[config.mk]
export PLATFORM = sky130hd
export DESIGN_NAME = apb_i2c_regif
export DESIGN_NICKNAME = d
export VERILOG_FILES = /design/src/rtl/apb_i2c_regif.sv
export SDC_FILE = /design/constraint.sdc
export NUM_CORES = 1
export LEC_CHECK = 0
export CELL_PAD_IN_SITES_DETAIL_PLACEMENT = 1
export CELL_PAD_IN_SITES_GLOBAL_PLACEMENT = 1
export CORE_ASPECT_RATIO = 1.4
export CORE_MARGIN = 10
export CORE_UTILIZATION = 28
export CTS_CLUSTER_DIAMETER = 30
export CTS_CLUSTER_SIZE = 25
export DETAILED_ROUTE_END_ITERATION = 8
export GPL_TIMING_DRIVEN = 0
export PLACE_DENSITY_LB_ADDON = 0.08
export SLEW_MARGIN = 0
export SYNTH_ARGS = -nofsm -noshare
export SYNTH_HDL_FRONTEND = slang
export SYNTH_SLANG_ARGS = --single-unit
export TNS_END_PERCENT = 20
[constraint.sdc]
create_clock -name PCLK -period 4 [get_ports PCLK]
set_input_delay 0.4 -clock PCLK [delete_from_list [all_inputs] [get_ports PCLK]]
set_output_delay 0.4 -clock PCLK [all_outputs]
set_load 0.01 [all_outputs]
[src/rtl/apb_i2c_regif.sv]
// rtl/apb_i2c_regif.sv - APB register file and FIFO front-end for the I2C core
module apb_i2c_regif #(
    parameter int DATA_W   = 32,
    parameter int ADDR_W   = 8,
    parameter int CFG_W    = 14,
    parameter int TMO_W    = 14,
    parameter int WAIT_MAX = 16
) (
    input  logic              PCLK,
    input  logic              PRESET,
    input  logic              PSEL,
    input  logic              PENABLE,
    input  logic              PWRITE,
    input  logic [ADDR_W-1:0] PADDR,
    input  logic [DATA_W-1:0] PWDATA,
    output logic [DATA_W-1:0] PRDATA,
    output logic              PREADY,
    output logic              PSLVERR,
    input  logic              TX_FULL,
    input  logic              TX_EMPTY,
    input  logic              RX_EMPTY,
    input  logic [DATA_W-1:0] RX_DATA,
    input  logic              I2C_ERROR,
    output logic              WR_ENA,
    output logic              RD_ENA,
    output logic [DATA_W-1:0] WRITE_DATA_ON_TX,
    output logic [CFG_W-1:0]  REG_CONFIG,
    output logic [TMO_W-1:0]  REG_TIMEOUT,
    output logic              INT
);

    localparam int CNT_W = $clog2(WAIT_MAX);

    localparam logic [1:0] IDLE   = 2'd0;
    localparam logic [1:0] SETUP  = 2'd1;
    localparam logic [1:0] ACCESS = 2'd2;

    localparam logic [ADDR_W-1:0] A_TXDATA  = ADDR_W'(8'h00);
    localparam logic [ADDR_W-1:0] A_RXDATA  = ADDR_W'(8'h04);
    localparam logic [ADDR_W-1:0] A_CONFIG  = ADDR_W'(8'h08);
    localparam logic [ADDR_W-1:0] A_TIMEOUT = ADDR_W'(8'h0C);
    localparam logic [ADDR_W-1:0] A_STATUS  = ADDR_W'(8'h10);
    localparam logic [ADDR_W-1:0] A_INT_EN  = ADDR_W'(8'h14);
    localparam logic [ADDR_W-1:0] A_INT_PND = ADDR_W'(8'h18);

    logic [1:0]       state_q, state_d;
    logic [CNT_W-1:0] wait_cnt_q, wait_cnt_d;
    logic [CFG_W-1:0] config_q, config_d;
    logic [TMO_W-1:0] timeout_q, timeout_d;
    logic [3:0]       int_en_q, int_en_d;
    logic [3:0]       int_pend_q, int_pend_d;
    logic             tmo_seen_q, tmo_seen_d;
    logic             int_q, int_d;
    logic             tx_empty_prev_q, tx_empty_prev_d;
    logic             rx_empty_prev_q, rx_empty_prev_d;
    logic             i2c_err_prev_q, i2c_err_prev_d;

    logic in_access, sel_tx, sel_rx, sel_cfg, sel_tmo, sel_sts, sel_ien, sel_ipd;
    logic mapped, tx_push, rx_pop, blocked, wait_hit, bad_access, reg_wr, timeout_evt;
    logic [3:0] int_set, int_clr;

    assign WRITE_DATA_ON_TX = PWDATA;
    assign REG_CONFIG       = config_q;
    assign REG_TIMEOUT      = timeout_q;
    assign INT              = int_q;

    // Address decode and the combinational APB response; everything is gated off outside ACCESS and in reset
    always_comb begin
        in_access   = (state_q == ACCESS) && PSEL && !PRESET;
        sel_tx      = (PADDR == A_TXDATA);
        sel_rx      = (PADDR == A_RXDATA);
        sel_cfg     = (PADDR == A_CONFIG);
        sel_tmo     = (PADDR == A_TIMEOUT);
        sel_sts     = (PADDR == A_STATUS);
        sel_ien     = (PADDR == A_INT_EN);
        sel_ipd     = (PADDR == A_INT_PND);
        mapped      = sel_tx | sel_rx | sel_cfg | sel_tmo | sel_sts | sel_ien | sel_ipd;
        tx_push     = sel_tx && PWRITE;
        rx_pop      = sel_rx && !PWRITE;
        blocked     = (tx_push && TX_FULL) || (rx_pop && RX_EMPTY);
        wait_hit    = blocked && (wait_cnt_q == CNT_W'(WAIT_MAX - 1));
        bad_access  = !mapped || (sel_tx && !PWRITE) || (sel_rx && PWRITE) || (sel_sts && PWRITE);
        PREADY      = in_access && (!blocked || wait_hit);
        PSLVERR     = in_access && (bad_access || wait_hit);
        WR_ENA      = in_access && tx_push && !TX_FULL;
        RD_ENA      = in_access && rx_pop && !RX_EMPTY;
        reg_wr      = in_access && PWRITE && !bad_access;
        timeout_evt = in_access && wait_hit;
    end

    // Read data mux; error completions and writes return zero
    always_comb begin
        PRDATA = '0;
        if (in_access && !PWRITE && !wait_hit) begin
            if (sel_rx)  PRDATA = RX_DATA;
            if (sel_cfg) PRDATA = DATA_W'(config_q);
            if (sel_tmo) PRDATA = DATA_W'(timeout_q);
            if (sel_sts) PRDATA = DATA_W'({tmo_seen_q, I2C_ERROR, RX_EMPTY, TX_FULL, TX_EMPTY});
            if (sel_ien) PRDATA = DATA_W'(int_en_q);
            if (sel_ipd) PRDATA = DATA_W'(int_pend_q);
        end
    end

    // Bus FSM and wait counter; the counter restarts on every entry to ACCESS
    always_comb begin
        state_d    = state_q;
        wait_cnt_d = wait_cnt_q;
        case (state_q)
            IDLE: begin
                wait_cnt_d = '0;
                if (PSEL && !PENABLE) state_d = SETUP;
            end
            SETUP: begin
                if (!PSEL) begin
                    state_d = IDLE;
                end else if (PENABLE) begin
                    state_d    = ACCESS;
                    wait_cnt_d = '0;
                end
            end
            ACCESS: begin
                if (!PSEL || PREADY) state_d = IDLE;
                else                 wait_cnt_d = wait_cnt_q + CNT_W'(1);
            end
            default: state_d = IDLE;
        endcase
    end

    // Register writes and interrupt bookkeeping; a new event outranks a same-cycle write-1-to-clear
    always_comb begin
        config_d        = config_q;
        timeout_d       = timeout_q;
        int_en_d        = int_en_q;
        if (reg_wr && sel_cfg) config_d  = PWDATA[CFG_W-1:0];
        if (reg_wr && sel_tmo) timeout_d = PWDATA[TMO_W-1:0];
        if (reg_wr && sel_ien) int_en_d  = PWDATA[3:0];
        int_set         = {timeout_evt,
                           I2C_ERROR && !i2c_err_prev_q,
                           rx_empty_prev_q && !RX_EMPTY,
                           TX_EMPTY && !tx_empty_prev_q};
        int_clr         = (reg_wr && sel_ipd) ? PWDATA[3:0] : 4'b0000;
        int_pend_d      = (int_pend_q & ~int_clr) | int_set;
        tmo_seen_d      = tmo_seen_q || timeout_evt;
        int_d           = |(int_pend_q & int_en_q);
        tx_empty_prev_d = TX_EMPTY;
        rx_empty_prev_d = RX_EMPTY;
        i2c_err_prev_d  = I2C_ERROR;
    end

    // State registers; edge-detect history resets to the idle FIFO/core levels
    always_ff @(posedge PCLK) begin
        if (PRESET) begin
            state_q         <= IDLE;
            wait_cnt_q      <= '0;
            config_q        <= '0;
            timeout_q       <= '0;
            int_en_q        <= '0;
            int_pend_q      <= '0;
            tmo_seen_q      <= 1'b0;
            int_q           <= 1'b0;
            tx_empty_prev_q <= 1'b1;
            rx_empty_prev_q <= 1'b1;
            i2c_err_prev_q  <= 1'b0;
        end else begin
            state_q         <= state_d;
            wait_cnt_q      <= wait_cnt_d;
            config_q        <= config_d;
            timeout_q       <= timeout_d;
            int_en_q        <= int_en_d;
            int_pend_q      <= int_pend_d;
            tmo_seen_q      <= tmo_seen_d;
            int_q           <= int_d;
            tx_empty_prev_q <= tx_empty_prev_d;
            rx_empty_prev_q <= rx_empty_prev_d;
            i2c_err_prev_q  <= i2c_err_prev_d;
        end
    end

endmodule

**After elaboration in Yosys (flattened, before gate mapping)**

Cells that the tools add are included.

- Reduce and logical (&&, ||, !) cells: 55
- Add/subtract/negate cells: 1
- Equal/unequal tests: 15
- Bitwise logic cells: 10
- Multiplexer cells: 17

Operators by type and width:

| kind | number |
|---|---|
| $mux 32 | 7 |
| $logic_and 1x1->1 | 29 |
| $eq 8x5->1 const B | 3 |
| $eq 8x4->1 const B | 2 |
| $mux 4 | 4 |
| $logic_not 1->1 | 12 |
| $pmux 4 s3 | 1 |
| $and 4x4->4 | 2 |
| $eq 8x3->1 const B | 1 |
| $logic_not 8->1 | 1 |
| $logic_or 1x1->1 | 8 |
| $mux 2 | 4 |
| $ne 2x2->1 const B | 4 |
| $or 1x1->1 | 6 |
| $pmux 2 s3 | 1 |
| $add 4x1->4 const B | 1 |
| $eq 4x4->1 const B | 1 |
| $not 4->4 | 1 |
| $or 4x4->4 | 1 |
| $reduce_and 4->1 | 1 |
| $reduce_or 4->1 | 1 |
| $ne 3x3->1 const B | 1 |
| $reduce_and 3->1 | 1 |
| $reduce_bool 3->1 | 1 |
| 4 further kinds | 4 |

- Input bits: 81
- Output and inout port bits: 97
- Register bits after elaboration: 47

**Depth between registers and ports, before layout**

- Depth after elaboration: 18
- Depth in mapped cells: 7

**Worst setup path after synthesis**

No wires, ideal clock.

- Kind: in2out
- Start point: in PADDR[1]
- End point: out PRDATA[10]
- Arrival: 2.332 ns
- Cell stages on the path: 7
- Required time: 3.600 ns
- Slack: 1.268 ns
- Cell sequence: or3_4 > or3_1 > buf_6 > or2_4 > a311o_1 > buf_6 > nor4_2

- Longest elaborated chain between the ends: 8
- Elaborated cells between the ends (all ways): 22
- Classes of those cells: eq/ne (6); mux (7); reduce/logical (9)

Ends and longest elaborated chain:

| element | line | RTL |
|---|---|---|
| start, declared | 14 | `input logic [ADDR_W-1:0] PADDR,` |
| $eq 8x3->1 or $logic_not 8->1 (tied branches) | 71, 70 |  |
| $mux 32, or another cell as far along | 95 | `if (sel_rx) PRDATA = RX_DATA;` |
| $mux 32 or $logic_and 1x1->1 (tied branches) | 96, 80 |  |
| $mux 32 or $logic_or 1x1->1 (tied branches) | 97, 80 |  |
| $mux 32 or $logic_and 1x1->1 (tied branches) | 98, 81 |  |
| $mux 32 or $logic_not 1->1 (tied branches) | 99, 94 |  |
| $mux 32 or $logic_and 1x1->1 (tied branches) | 100, 94 |  |
| $mux 32 (*) | 94 | `if (in_access && !PWRITE && !wait_hit) begin` |
| end, declared | 16 | `output logic [DATA_W-1:0] PRDATA,` |

Mark *: on every way between the ends. The rest lies on a longest branch, timed or not.

**Final worst setup path**

- Start point: in PSEL
- End point: out PRDATA[8]

- Longest elaborated chain between the ends: 5

Ends and longest elaborated chain:

| element | line | RTL |
|---|---|---|
| start, declared | 11 | `input logic PSEL,` |
| $logic_and 1x1->1 (2 in a row) | 69 | `in_access = (state_q == ACCESS) && PSEL && !PRESET;` |
| $logic_and 1x1->1 (2 in a row) | 94 |  |
| $mux 32 | 94 |  |

No other way between the ends.

==> run_results.csv <==
group,metric,value,unit
route,ant_nets,0,
clocking,clkLatencyLatePin,0.30,ns
timing,min_period,3.78,ns
floorplan,initial_core_util,0.290,
worst_setup_path,worstPathRequired,3.60,ns
floorplan,core,10000,um^2
global_routing,grt_overflow,0,
route,via_count,3124,
power_and_ir_drop,seq_power_share,0.430,
synthesis,ys_warn_count,0,
min_path,hold_start,"wait_cnt_q[1]",
route,wl_per_cell,19.3,um
layout,n_fill_cell,1217,
floorplan,die_h,141,um
global_routing,grt_pass1_wl,19100,um
floorplan,die_area,14900,um^2
layout,diodes,0,
synthesis,syn_nets,430,
clocking,clock-sinks,47,
synthesis,synth_area_leaders,"dfxtp_1, mux2i_1, buf_4",
worst_setup_path,start_kind,"input pin",
floorplan,fp.dieW,106,um
synthesis,syn_avg_cell_area,8.35,um^2
clocking,cts_buffers,5,
global_routing,grt_usage,0.161,
worst_setup_path,slowest_delay,0.60,ns
clocking,htree_levels,2,
clocking,post_cts.repair.setup_buffers,0,
synthesis,synthArstFlopShare,0,
worst_setup_path,worst-path-max-fanout,9,
timing,skew,0.00484,ns
place,io_buffers,159,
place,dp_cells,642,
route,drcViolationCount,0,
global_routing,use_met2,0.288,
power_and_ir_drop,swShare,0.253,
worst_setup_path,critPathArrivalTime,3.38,ns
min_path,hold-path-cell-count,2,
min_path,hold_path_end,"wait_cnt_q[1]",
clocking,post_cts_resized,0,
synthesis,synth-edff-count,0,
clocking,cts_buffer_depth,2,
global_routing,top_usage_layer,"met2",
timing,rsz0062_at_grt,"false",
synthesis,synth_ff_type,"dfxtp_1",
timing,period_share,0.945,
timing,tightest_slew,0.950,ns
worst_setup_path,r2r_start,"state_q[0]",
floorplan,rows,43,
layout,nets,596,
worst_setup_path,r2r_setup_slack,1.41,ns
route,routed_wl,12500,um
clocking,root_buffer,"clkbuf_16",
global_routing,grt_util_met1,0.166,
worst_setup_path,crit_path_cell_trace,"clkdlybuf4s50_1 -> nand4bb_2 -> or3_1 -> buf_6 -> or2_4 -> a311o_1 -> buf_6 -> nor4_2 -> clkdlybuf4s50_1",
synthesis,synth_cell_type_count,50,
synthesis,synth_top_cell_by_area,"dfxtp_1",
clocking,cts_tree,"done",
worst_setup_path,reg2regPathDepth,7,
synthesis,ys_seq_elements,47,
min_path,min_path_type,"reg2reg",
power_and_ir_drop,p_clk_frac,0.380,
worst_setup_path,rr_endpoint,"REG_TIMEOUT[3]",
global_routing,grt_max_degree,16,
worst_setup_path,path_class,"in2out",
clocking,hold_buffers,0,
route,first_iter_violations,85,
synthesis,synth.cell_area,2910,um^2
outcome,status,"completed",
power_and_ir_drop,ir_worst_vdd,0.150,mV
worst_setup_path,slowest_stage,"clkdlybuf4s50_1",
power_and_ir_drop,pwr-share-comb,0.190,
power_and_ir_drop,intPower,827,uW
global_routing,grt_use_met3,0.0675,
global_routing,grt_pass1_vias,3392,
power_and_ir_drop,power.density,230,nW/um^2
timing,drv_slew,0,
run,maxCapViolations,0,
global_routing,antenna_found_initial,0,
synthesis,yosysSeqAreaShare,0.324,
synthesis,synthCells,348,
power_and_ir_drop,leakage,1.70,nW
layout,fin_cells,650,
clocking,clk_pin_slew,0.07,ns
place,place.gp.congestion,0.851,
place,place_hpwl,10400,um
route,firstDrtPassIters,4,
route,vias_per_cell,4.81,
timing,tns,0,ns
timing,finalHoldViolCount,0,
timing,max_freq,265,MHz
layout,syn2layout_area_growth,65.5,%
power_and_ir_drop,p_switching,280,uW
synthesis,yosysTopAreaCellShare,0.324,
layout,final_layout_size_suffix_gt1_frac,0.130,
timing,slew-limit-headroom,0.361,
floorplan,design.portCount,178,
timing,setup_violations,0,
worst_setup_path,cp-end-kind,"output pin",
## worst max-delay path by stage
stage	start	to	slack (ns)	cells after the start
global placement	PSEL	PRDATA[17]	0.18	9
detailed placement	PSEL	PRDATA[17]	0.19	9
floorplan	PADDR[1]	PRDATA[10]	1.27	7
global route	PSEL	PRDATA[8]	0.04	9
finish	PSEL	PRDATA[8]	0.22	9
CTS	PSEL	PRDATA[17]	0.17	9
## sequential cells by signal (all words and copies together) (netlist names)
signal           flops
REG_CONFIG          14
REG_TIMEOUT         14
int_en_q             4
int_pend_q           4
wait_cnt_q           4
state_q              2
INT                  1
i2c_err_prev_q       1
rx_empty_prev_q      1
tmo_seen_q           1
tx_empty_prev_q      1
## worst max-delay path, delay by kind of cell
family                 cells  cell delay [ns]
AO/OA/AOI/OAI              1             0.31
buffers and inverters      4             1.48
AND/OR/NAND/NOR            4             1.18
## power by group through the flow
| stage | Clock [mW] | Sequential [mW] | Combinational, mW |
|---|---|---|---|
| 4_1_cts | 0.429 | 0.475 | 0.213 |
| 6_report | 0.421 | 0.475 | 0.211 |
| 3_5_place_dp | 0 | 0.486 | 0.212 |
| 2_1_floorplan | 0 | 0.485 | 0.0860 |
| 5_1_grt | 0.454 | 0.476 | 0.226 |
| 3_3_place_gp | 0 | 0.486 | 0.209 |
## routing by layer
| metal | vias up | wire, um |
|---|---|---|
| met5 | - | 0 |
| met4 | 0 | 152 |
| met3 | 11 | 1090 |
| met2 | 121 | 6290 |
| met1 | 1476 | 4990 |
| li1 | 1516 | - |
## cell usage in the layout (no fill, tap or decap), drive strengths merged, types with 5 or more instances in the layout
cell type	Yosys	routed
nor4	12	12
and2	19	19
or2	5	5
buf	37	37
inv	4	5
nand2	18	18
dfxtp	47	47
clkdlybuf4s50	0	159
clkbuf	13	18
a21oi	27	27
mux2i	32	32
a22oi	6	6
nor3	8	8
nor2	60	60
nor2b	8	8
## cell families after synthesis
kind of cell,Yosys count,synth area share
simple gates,154,0.299
mux,34,0.118
compound gates,57,0.130
xor+xnor,1,0.00301
buf+inv,54,0.121
fa+ha+maj,1,0.00430
flops,47,0.324
## metrics by stage
step,utilization,area [um^2],power [mW],hold slack (ns),worst slack (ns)
after floorplan,-,2910,0.571,0.439,1.27
after global routing,0.481,4810,1.16,0.522,0.0426
after detailed placement,0.466,4670,0.698,0.477,0.187
after global placement,0.466,4670,0.695,0.460,0.181
after CTS,0.481,4810,1.12,0.488,0.166
final,0.481,4810,1.11,0.489,0.221
## layout make-up
type | instances | area, um^2 | share of cell area
Buffer | 50 | 338 | 0.0702
Sequential cell | 47 | 941 | 0.196
Clock inverter | 3 | 18.8 | 0.00390
Tap cell | 135 | 169 | 0.0351
Inverter | 4 | 15.0 | 0.00312
Timing Repair Buffer | 159 | 1590 | 0.331
Multi-Input combinational cell | 247 | 1610 | 0.335
Clock buffer | 5 | 125 | 0.0260
## cells in the mapped netlist (2+ instances only)
| cell | number |
|---|---|
| nor2_1 | 60 |
| dfxtp_1 | 47 |
| buf_4 | 34 |
| mux2i_1 | 32 |
| a21oi_1 | 27 |
| and2_1 | 18 |
| nand2_1 | 18 |
| clkbuf_1 | 13 |
| nor2b_1 | 8 |
| nor4_2 | 8 |
| a22oi_1 | 6 |
| nor3_1 | 6 |
| inv_1 | 4 |
| nand2b_1 | 4 |
| nand3b_1 | 4 |
| o22ai_1 | 4 |
| or2_2 | 4 |
| and3_1 | 3 |
| buf_6 | 3 |
| nand3_1 | 3 |
| nor4_1 | 3 |
| or3_1 | 3 |
| a211oi_1 | 2 |
| a22o_1 | 2 |
| a31oi_1 | 2 |
| a41oi_1 | 2 |
| mux2_2 | 2 |
| nand4b_1 | 2 |
| nor3_2 | 2 |
| o21ai_0 | 2 |
(Power assumes the default switching activity.)
